===== src/rtl/controle_temporizacao_pkg.sv =====
// Shared definitions for the game timing/config scheduler.
package controle_temporizacao_pkg;

  // Interval phase encoding, also exported on db_fase.
  typedef enum logic [1:0] {
    FASE_IDLE   = 2'd0,
    FASE_ON     = 2'd1,
    FASE_OFF    = 2'd2,
    FASE_ESPERA = 2'd3
  } fase_t;

  // Default interval lengths, in ticks.
  localparam int unsigned LARGURA_DEF      = 16;
  localparam int unsigned PRESCALER_DEF    = 1000;
  localparam int unsigned T_ON_FACIL_DEF   = 500;
  localparam int unsigned T_ON_DIFICIL_DEF = 250;
  localparam int unsigned T_OFF_DEF        = 250;
  localparam int unsigned T_TIMEOUT_DEF    = 3000;

  // Priority decode of the control-unit requests: ledsOn > ledsOff > espera > idle.
  function automatic fase_t decodifica_fase(input logic on, input logic off,
                                            input logic espera);
    if (on) begin
      return FASE_ON;
    end else if (off) begin
      return FASE_OFF;
    end else if (espera) begin
      return FASE_ESPERA;
    end
    return FASE_IDLE;
  endfunction

endpackage


===== src/rtl/controle_temporizacao_gerador_tick.sv =====
// Prescaler: counts clock cycles and pulses tick once every PRESCALER cycles.
module controle_temporizacao_gerador_tick #(
  parameter int unsigned PRESCALER = 1000
) (
  input  logic clock,
  input  logic reset,
  input  logic clear,
  output logic tick
);

  localparam int unsigned W = (PRESCALER > 1) ? $clog2(PRESCALER) : 1;
  localparam logic [W-1:0] PRE_MAX = W'(PRESCALER - 1);

  logic [W-1:0] pre_q;
  logic [W-1:0] pre_d;
  logic         wrap;

  assign wrap = (pre_q == PRE_MAX);

  // Tick is suppressed in the clear cycle so a fresh interval starts from a full period.
  assign tick = wrap & ~clear;

  // Next prescaler value: restart on clear, otherwise count and wrap.
  always_comb begin
    pre_d = pre_q + W'(1);
    if (clear || wrap) begin
      pre_d = '0;
    end
  end

  // Prescaler register with synchronous reset.
  always_ff @(posedge clock) begin
    if (reset) begin
      pre_q <= '0;
    end else begin
      pre_q <= pre_d;
    end
  end

endmodule


===== src/rtl/controle_temporizacao.sv =====
// Shared interval timer for LED on/off and play timeout, plus game config latching.
module controle_temporizacao
  import controle_temporizacao_pkg::*;
#(
  parameter int unsigned LARGURA      = LARGURA_DEF,
  parameter int unsigned PRESCALER    = PRESCALER_DEF,
  parameter int unsigned T_ON_FACIL   = T_ON_FACIL_DEF,
  parameter int unsigned T_ON_DIFICIL = T_ON_DIFICIL_DEF,
  parameter int unsigned T_OFF        = T_OFF_DEF,
  parameter int unsigned T_TIMEOUT    = T_TIMEOUT_DEF
) (
  input  logic               clock,
  input  logic               reset,
  input  logic               iniciar,
  input  logic               pronto,
  input  logic               nivel,
  input  logic [1:0]         memoria,
  input  logic               estado_ledsOn,
  input  logic               estado_ledsOff,
  input  logic               estado_espera,
  output logic               fimLedsOn,
  output logic               fimLedsOff,
  output logic               timeout,
  output logic               nivelChange,
  output logic               memoriaChange,
  output logic               nivel_reg,
  output logic [1:0]         memoria_reg,
  output logic [1:0]         db_fase,
  output logic [LARGURA-1:0] db_contagem
);

  fase_t              fase_q, fase_d, fase_dec;
  logic [LARGURA-1:0] cnt_q, cnt_d;
  logic               entrada;
  logic               tick;
  logic               expirou;
  logic               ativo_q, ativo_d;
  logic               nivel_q, nivel_d;
  logic [1:0]         memoria_q, memoria_d;

  assign fase_dec = decodifica_fase(estado_ledsOn, estado_ledsOff, estado_espera);
  assign entrada  = (fase_dec != fase_q);

  controle_temporizacao_gerador_tick #(
    .PRESCALER(PRESCALER)
  ) u_gerador_tick (
    .clock(clock),
    .reset(reset),
    .clear(entrada),
    .tick (tick)
  );

  // Interval sequencing: reload on phase entry, count down ticks while the phase holds.
  always_comb begin
    fase_d = fase_q;
    cnt_d  = cnt_q;
    if (entrada) begin
      fase_d = fase_dec;
      unique case (fase_dec)
        FASE_ON:     cnt_d = nivel_q ? LARGURA'(T_ON_DIFICIL) : LARGURA'(T_ON_FACIL);
        FASE_OFF:    cnt_d = LARGURA'(T_OFF);
        FASE_ESPERA: cnt_d = LARGURA'(T_TIMEOUT);
        default:     cnt_d = '0;
      endcase
    end else if (tick && (cnt_q != '0)) begin
      cnt_d = cnt_q - LARGURA'(1);
    end
  end

  // Config latching: iniciar takes priority over pronto.
  always_comb begin
    ativo_d   = ativo_q;
    nivel_d   = nivel_q;
    memoria_d = memoria_q;
    if (iniciar) begin
      ativo_d   = 1'b1;
      nivel_d   = nivel;
      memoria_d = memoria;
    end else if (pronto) begin
      ativo_d = 1'b0;
    end
  end

  // State registers with synchronous reset.
  always_ff @(posedge clock) begin
    if (reset) begin
      fase_q    <= FASE_IDLE;
      cnt_q     <= '0;
      ativo_q   <= 1'b0;
      nivel_q   <= 1'b0;
      memoria_q <= 2'b00;
    end else begin
      fase_q    <= fase_d;
      cnt_q     <= cnt_d;
      ativo_q   <= ativo_d;
      nivel_q   <= nivel_d;
      memoria_q <= memoria_d;
    end
  end

  // Expiry is a level held while the same request stays high with the count at zero.
  always_comb begin
    expirou    = ~entrada & (cnt_q == '0);
    fimLedsOn  = expirou & (fase_q == FASE_ON);
    fimLedsOff = expirou & (fase_q == FASE_OFF);
    timeout    = expirou & (fase_q == FASE_ESPERA);
  end

  assign nivelChange   = ativo_q & (nivel != nivel_q);
  assign memoriaChange = ativo_q & (memoria != memoria_q);
  assign nivel_reg     = nivel_q;
  assign memoria_reg   = memoria_q;
  assign db_fase       = fase_q;
  assign db_contagem   = cnt_q;

endmodule

===== config.mk =====
export PLATFORM = sky130hd
export DESIGN_NAME = controle_temporizacao
export DESIGN_NICKNAME = d
export VERILOG_FILES = /design/src/rtl/controle_temporizacao_pkg.sv /design/src/rtl/controle_temporizacao_gerador_tick.sv /design/src/rtl/controle_temporizacao.sv
export SDC_FILE = /design/constraint.sdc
export NUM_CORES = 1
export LEC_CHECK = 0
export ABC_CLOCK_PERIOD_IN_PS = 3600
export CORE_MARGIN = 10
export CORE_UTILIZATION = 50
export CTS_CLUSTER_DIAMETER = 50
export DETAILED_ROUTE_END_ITERATION = 10
export PLACE_DENSITY = 0.91
export RECOVER_POWER = 100
export SLEW_MARGIN = 0
export SYNTH_ARGS = -nofsm -noshare
export SYNTH_HDL_FRONTEND = slang
export SYNTH_SLANG_ARGS = --single-unit

===== constraint.sdc =====
create_clock -name clock -period 3.6 [get_ports clock]
set_clock_uncertainty 0.15 [all_clocks]
set_input_delay 0.72 -clock clock [delete_from_list [all_inputs] [get_ports clock]]
set_output_delay 0.72 -clock clock [all_outputs]
set_load 0.1 [all_outputs]

## Word level (Yosys, flattened, before mapping)

Cells that the tools add are included.

| storage, ports and cells | value |
|---|---|
| flip-flop bits (word level) | 32 |
| bits of input ports | 10 |
| output and inout bits | 26 |
| logic and storage cells | 46 |

| operators by class | value |
|---|---|
| $add $sub $neg | 2 |
| equal/unequal tests | 10 |
| multiplexer cells | 13 |
| bitwise operators | 8 |
| reductions and logical operators | 7 |

Operators with widths:

| kind | number |
|---|---|
| one-hot mux 12 bit (3 select lines) | 1 |
| two-way mux 16 bit | 2 |
| logical NOT 16 bit | 1 |
| nonzero test 16 bit | 1 |
| subtractor 16 x 1 -> 16 bit (second input constant) | 1 |
| adder 10 x 1 -> 10 bit (second input constant) | 1 |
| == test 10 bit (second input constant) | 1 |
| two-way mux 9 bit | 1 |
| == test 2 bit (second input constant) | 4 |
| two-way mux 2 bit | 4 |
| AND 1 bit | 7 |
| two-way mux 1 bit | 5 |
| == test 2 x 1 -> 1 bit (second input constant) | 2 |
| != test 2 bit | 2 |
| nonzero test 2 bit | 2 |
| OR reduction 2 bit | 1 |
| logical AND 1 bit | 1 |
| logical OR 1 bit | 1 |
| != test 1 bit | 1 |
| inverter 1 bit | 1 |

## Longest topological paths before layout

| logic depth | value |
|---|---|
| depth in word-level cells | 10 |
| gate-level depth with buffers | 8 |
| gate-level depth less buffers | 7 |

## Cells and area by module

A second synthesis with hierarchy kept.

| second synthesis, totals | value |
|---|---|
| cells, all modules | 201 |
| area total of the unflattened synthesis | 1690.4 um^2 |

Modules (own cells, without submodules):

| module | times used | cells an instance | area an instance (um^2) | seq. area each (um^2) |
|---|---|---|---|---|
| controle_temporizacao | 1 | 149 | 1229.9 | 440.4 |
| controle_temporizacao_gerador_tick | 1 | 52 | 460.4 | 200.2 |

## Worst setup path before layout

No wires, ideal clock.

| timing path | value |
|---|---|
| path type | reg2out |
| start point | register cnt_q[1] (netlist: db_contagem[1]) |
| end point | output fimLedsOff |
| data arrival time | 4845 ps |
| required time | 2730 ps |
| slack | -2115 ps |
| cell stages (with the launch flop) | 7 |
| path buffers | 1 |
| cell sequence | dfxtp_1 inv_1 ha_1 or3b_2 or3_1 buf_2 nor4_1 |

| on the way | value |
|---|---|
| word-level cells in the longest chain between the ends | 3 |

Ends and longest elaborated chain:

| item | RTL line | RTL |
|---|---|---|
| start: declaration | controle_temporizacao.sv:33 | `logic [LARGURA-1:0] cnt_q, cnt_d;` |
| start signal: assignment | controle_temporizacao.sv:94 | `cnt_q <= cnt_d;` |
| logical NOT 16 bit | controle_temporizacao.sv:103 | `expirou = ~entrada & (cnt_q == '0);` |
| AND 1 bit | controle_temporizacao.sv:103 |  |
| AND 1 bit | controle_temporizacao.sv:105 | `fimLedsOff = expirou & (fase_q == FASE_OFF);` |
| end: declaration | controle_temporizacao.sv:22 | `output logic fimLedsOff,` |

No other way between the ends.

## Worst setup path in the final report

| timing path | value |
|---|---|
| start point | input estado_ledsOn |
| end point | output fimLedsOff |

| on the way | value |
|---|---|
| word-level cells in the longest chain between the ends | 6 |
| elaborated cells between the ends (all ways) | 7 |
| those cells by class | eq/ne: 1; mux: 3; bitwise: 3 |

Ends and longest elaborated chain:

| item | RTL line | RTL |
|---|---|---|
| start: declaration | controle_temporizacao.sv:18 | `input logic estado_ledsOn,` |
| two-way mux 2 bit or two-way mux 1 bit (tied branches) | controle_temporizacao_pkg.sv:23 | `if (on) begin` |
| two-way mux 2 bit * | controle_temporizacao_pkg.sv:30 | `return FASE_IDLE;` |
| != test 2 bit * | controle_temporizacao.sv:42 | `assign entrada = (fase_dec != fase_q);` |
| inverter 1 bit * | controle_temporizacao.sv:103 |  |
| AND 1 bit * | controle_temporizacao.sv:103 |  |
| AND 1 bit * | controle_temporizacao.sv:105 |  |

Every way passes the cells marked *; elsewhere a longest branch is shown, timed or not.

==> flow_summary.yaml <==
die:
  io_pins: 36
  fp.dieW_um: 78.3
  core_um2: 3310
  rows: 21
  initial_core_util_pct: 51.3
  dieArea_um2: 6130
  dieHeight_um: 78.3
power:
  powerDensity_nw_per_um2: 411
  power_frac_seq_pct: 46.7
  internal_power_mw: 0.502
  max-vdd-ir-drop_mv: 0.241
  fin_total_pwr_mw: 0.836
  combPwrFrac_pct: 29.1
  p_switching_mw: 0.335
  swShare_pct: 40.0
  leakage_nw: 0.724
  p_clk_share_pct: 24.2
sta:
  hold_slack_ns: 0.331
  fin_crit_ns: 3.45
  fin_tns_setup_ns: 0
  fmax_mhz: 289
  setup_ws_ns: 0.146
  rsz0062_at_grt: "no"
  worstMarginPinSlew_ns: 1.18
  slew_violations: 0
  slew_headroom_pct: 21.9
  hold_viol: 0
  layout_worst_path_cycle_share_pct: 96.0
  setup_violations: 0
synth:
  avgSynthCellArea_um2: 9.09
  ys_top_cells_by_area: "dfxtp_1 (38%), xnor2_1 (6.2%), nor2_1 (5.3%)"
  synth_area_um2: 1700
  ys_warn_count: 0
  synthesis.nets: 202
  synth_edf_count: 0
  syn_inst: 187
  synth-async-reset-ratio_pct: 0
  synth-seq-area-share_pct: 37.7
  synth_area_leader_cell: "dfxtp_1"
  ys.flop_type: "dfxtp_1"
  synth-seq-cells: 32
  synth_top_area_share_pct: 37.7
  synth.distinct_cells: 45
grt:
  grt_pass1_vias: 1443
  overflow: 0
  grt_use_met2_pct: 21.1
  grtUsageMet3_pct: 4.78
  globalRouteTotalUtil_pct: 12.8
  busiest_layer: "met2"
  antenna_found_initial: 0
  use_met1_pct: 14.9
  grt_max_degree: 12
  grt_pass1_wl_um: 6580
hold_path:
  hold_class: "register to register"
final_layout:
  area_growth_syn_to_layout_pct: 19.9
  nets: 241
  design_area_um2: 2040
  n_antenna_cell: 0
  multi_input_area_um2: 1030
  drive_above_1_share_pct: 11.5
  largest_reg_flops: 16
  mostFrequentLayoutCell: "dfxtp_1"
  fillers: 315
  regArea_um2: 641
  mostFrequentLayoutCells: "dfxtp_1 (32), clkbuf_1 (24), nor2_1 (22), a21oi_1 (13), xnor2_1 (12)"
job:
  drv_cap: 0
placed_design:
  dp_hpwl_um: 3010
  io_buffers: 35
  place_area_um2: 2090
  preCtsSetupSlack_ns: 0.295
  place.gp.congestion: 0.786
clocking:
  clk_latency_ns: 0.33
  cts_root_buf: "clkbuf_4"
  ctsHoldBuffers: 0
  cts.path.max_buffers: 2
  cts_tree: "done"
  clkTransAtPathRegs_ns: 0.10
  clock_sinks: 32
  numCtsBuffers: 5
  cts_setup_buffers: 0
  h-tree-depth: 2
worst_setup_path:
  cp.arrival_ns: 2.58
  critical_path_class: "primary input to output pin"
  endpoint_kind: "output pin"
  start_kind: "primary input"
  slowest_delay_ns: 0.66
  r2r_slack_ns: 0.82
  crit_chain: "dlygate4sd3_1 -> nor4bb_1 -> o21ai_0 -> o31ai_1 -> nand2_1 -> nor4_4 -> buf_4"
  cp_max_fo: 10
  critPathRequiredTime_ns: 2.73
  cp_slowest_cell: "dlygate4sd3_1"
routing:
  num_vias: 1498
  drtPass1Iterations: 4
  ant_nets: 0
  avgViaCountPerCell: 5.49
  drtIter0Drc: 145
  remaining_drc_errors: 0
  postRouteWirelength_um: 3860
  wire_per_inst_um: 14.1
outcome:
  status: "finished clean"
==> stage by stage <==
stage                     utilization, %  std cells
final                               61.5        273
after global routing                61.5        273
after CTS                           64.8        273
after detailed placement            63.1        265
after global placement              63.1        265
after floorplan                        -        187
==> synthesized netlist by cell type, types with 2 or more instances <==
library cell   n
nor4_4         3
and3_1         6
mux2i_1        5
nor3_1         4
o21ai_0        5
xnor2_1       12
nor2_1        24
o31ai_1        2
or3_1          3
nor4_1         2
ha_1           5
nor3b_1        2
a211oi_1       6
nor2b_1        4
o31a_1         2
clkbuf_1       3
nand2_1        5
a21oi_1       13
or4_4          3
dfxtp_1       32
xor2_1         9
inv_1          8
nand3_1        6
nand4_1        2
==> power by group through the flow <==
stage	sequential (mW)	clock [mW]	combinational [mW]
after CTS	0.391	0.211	0.258
after floorplan	0.499	0	0.0967
after global routing	0.393	0.224	0.258
final	0.391	0.203	0.243
after detailed placement	0.399	0	0.257
after global placement	0.398	0	0.255
==> layout make-up <==
| class | instances | area share, % |
|---|---|---|
| Clock buffer | 5 | 1.84 |
| Clock inverter | 3 | 0.921 |
| Inverter | 8 | 1.47 |
| Multi-Input combinational cell | 143 | 50.7 |
| Sequential cell | 32 | 31.4 |
| Tap cell | 46 | 2.83 |
| Timing Repair Buffer | 36 | 10.7 |
==> per-layer routing <==
metal,part of all wire (%),routed length [µm],vias to the layer above
met4,0.98,38,0
li1,-,-,756
met3,6.9,268,4
met1,43,1640,690
met2,50,1910,48
met5,0,0,-
==> worst paths after layout <==
kind / to / depth (start not counted) / startpoint
setup / recovery: fimLedsOff / 7 / estado_ledsOn
hold reg to reg: u_gerador_tick.pre_q[0] / 1 / u_gerador_tick.pre_q[0]
hold / removal: u_gerador_tick.pre_q[0] / 1 / u_gerador_tick.pre_q[0]
setup reg to reg: db_contagem[2] / 7 / db_contagem[0]
==> cells by family (layout without fill, tap and decap cells) <==
logic type      count (synthesis)  after routing  synth area share (%)
xor+xnor                       21             21                  10.8
simple gates                   74             74                  27.2
mux                             5              5                  2.95
fa+ha+maj                       5              5                  3.68
compound gates                 38             38                  14.9
flops                          32             32                  37.7
buf+inv                        12             52                  2.72
==> timing repair <==
item | 4_1_cts | 5_1_grt
endpoints found under the hold margin | 0 | 0
resized for setup | 0 | 2
setup endpoints to repair | 0 | 2
==> worst max-delay path, delay by kind of cell <==
kind | cells | cell delay, ns
compound gates | 2 | 0.28
buf+inv | 2 | 0.98
simple gates | 3 | 0.61
Note: power is estimated with default switching activity, not from simulation.
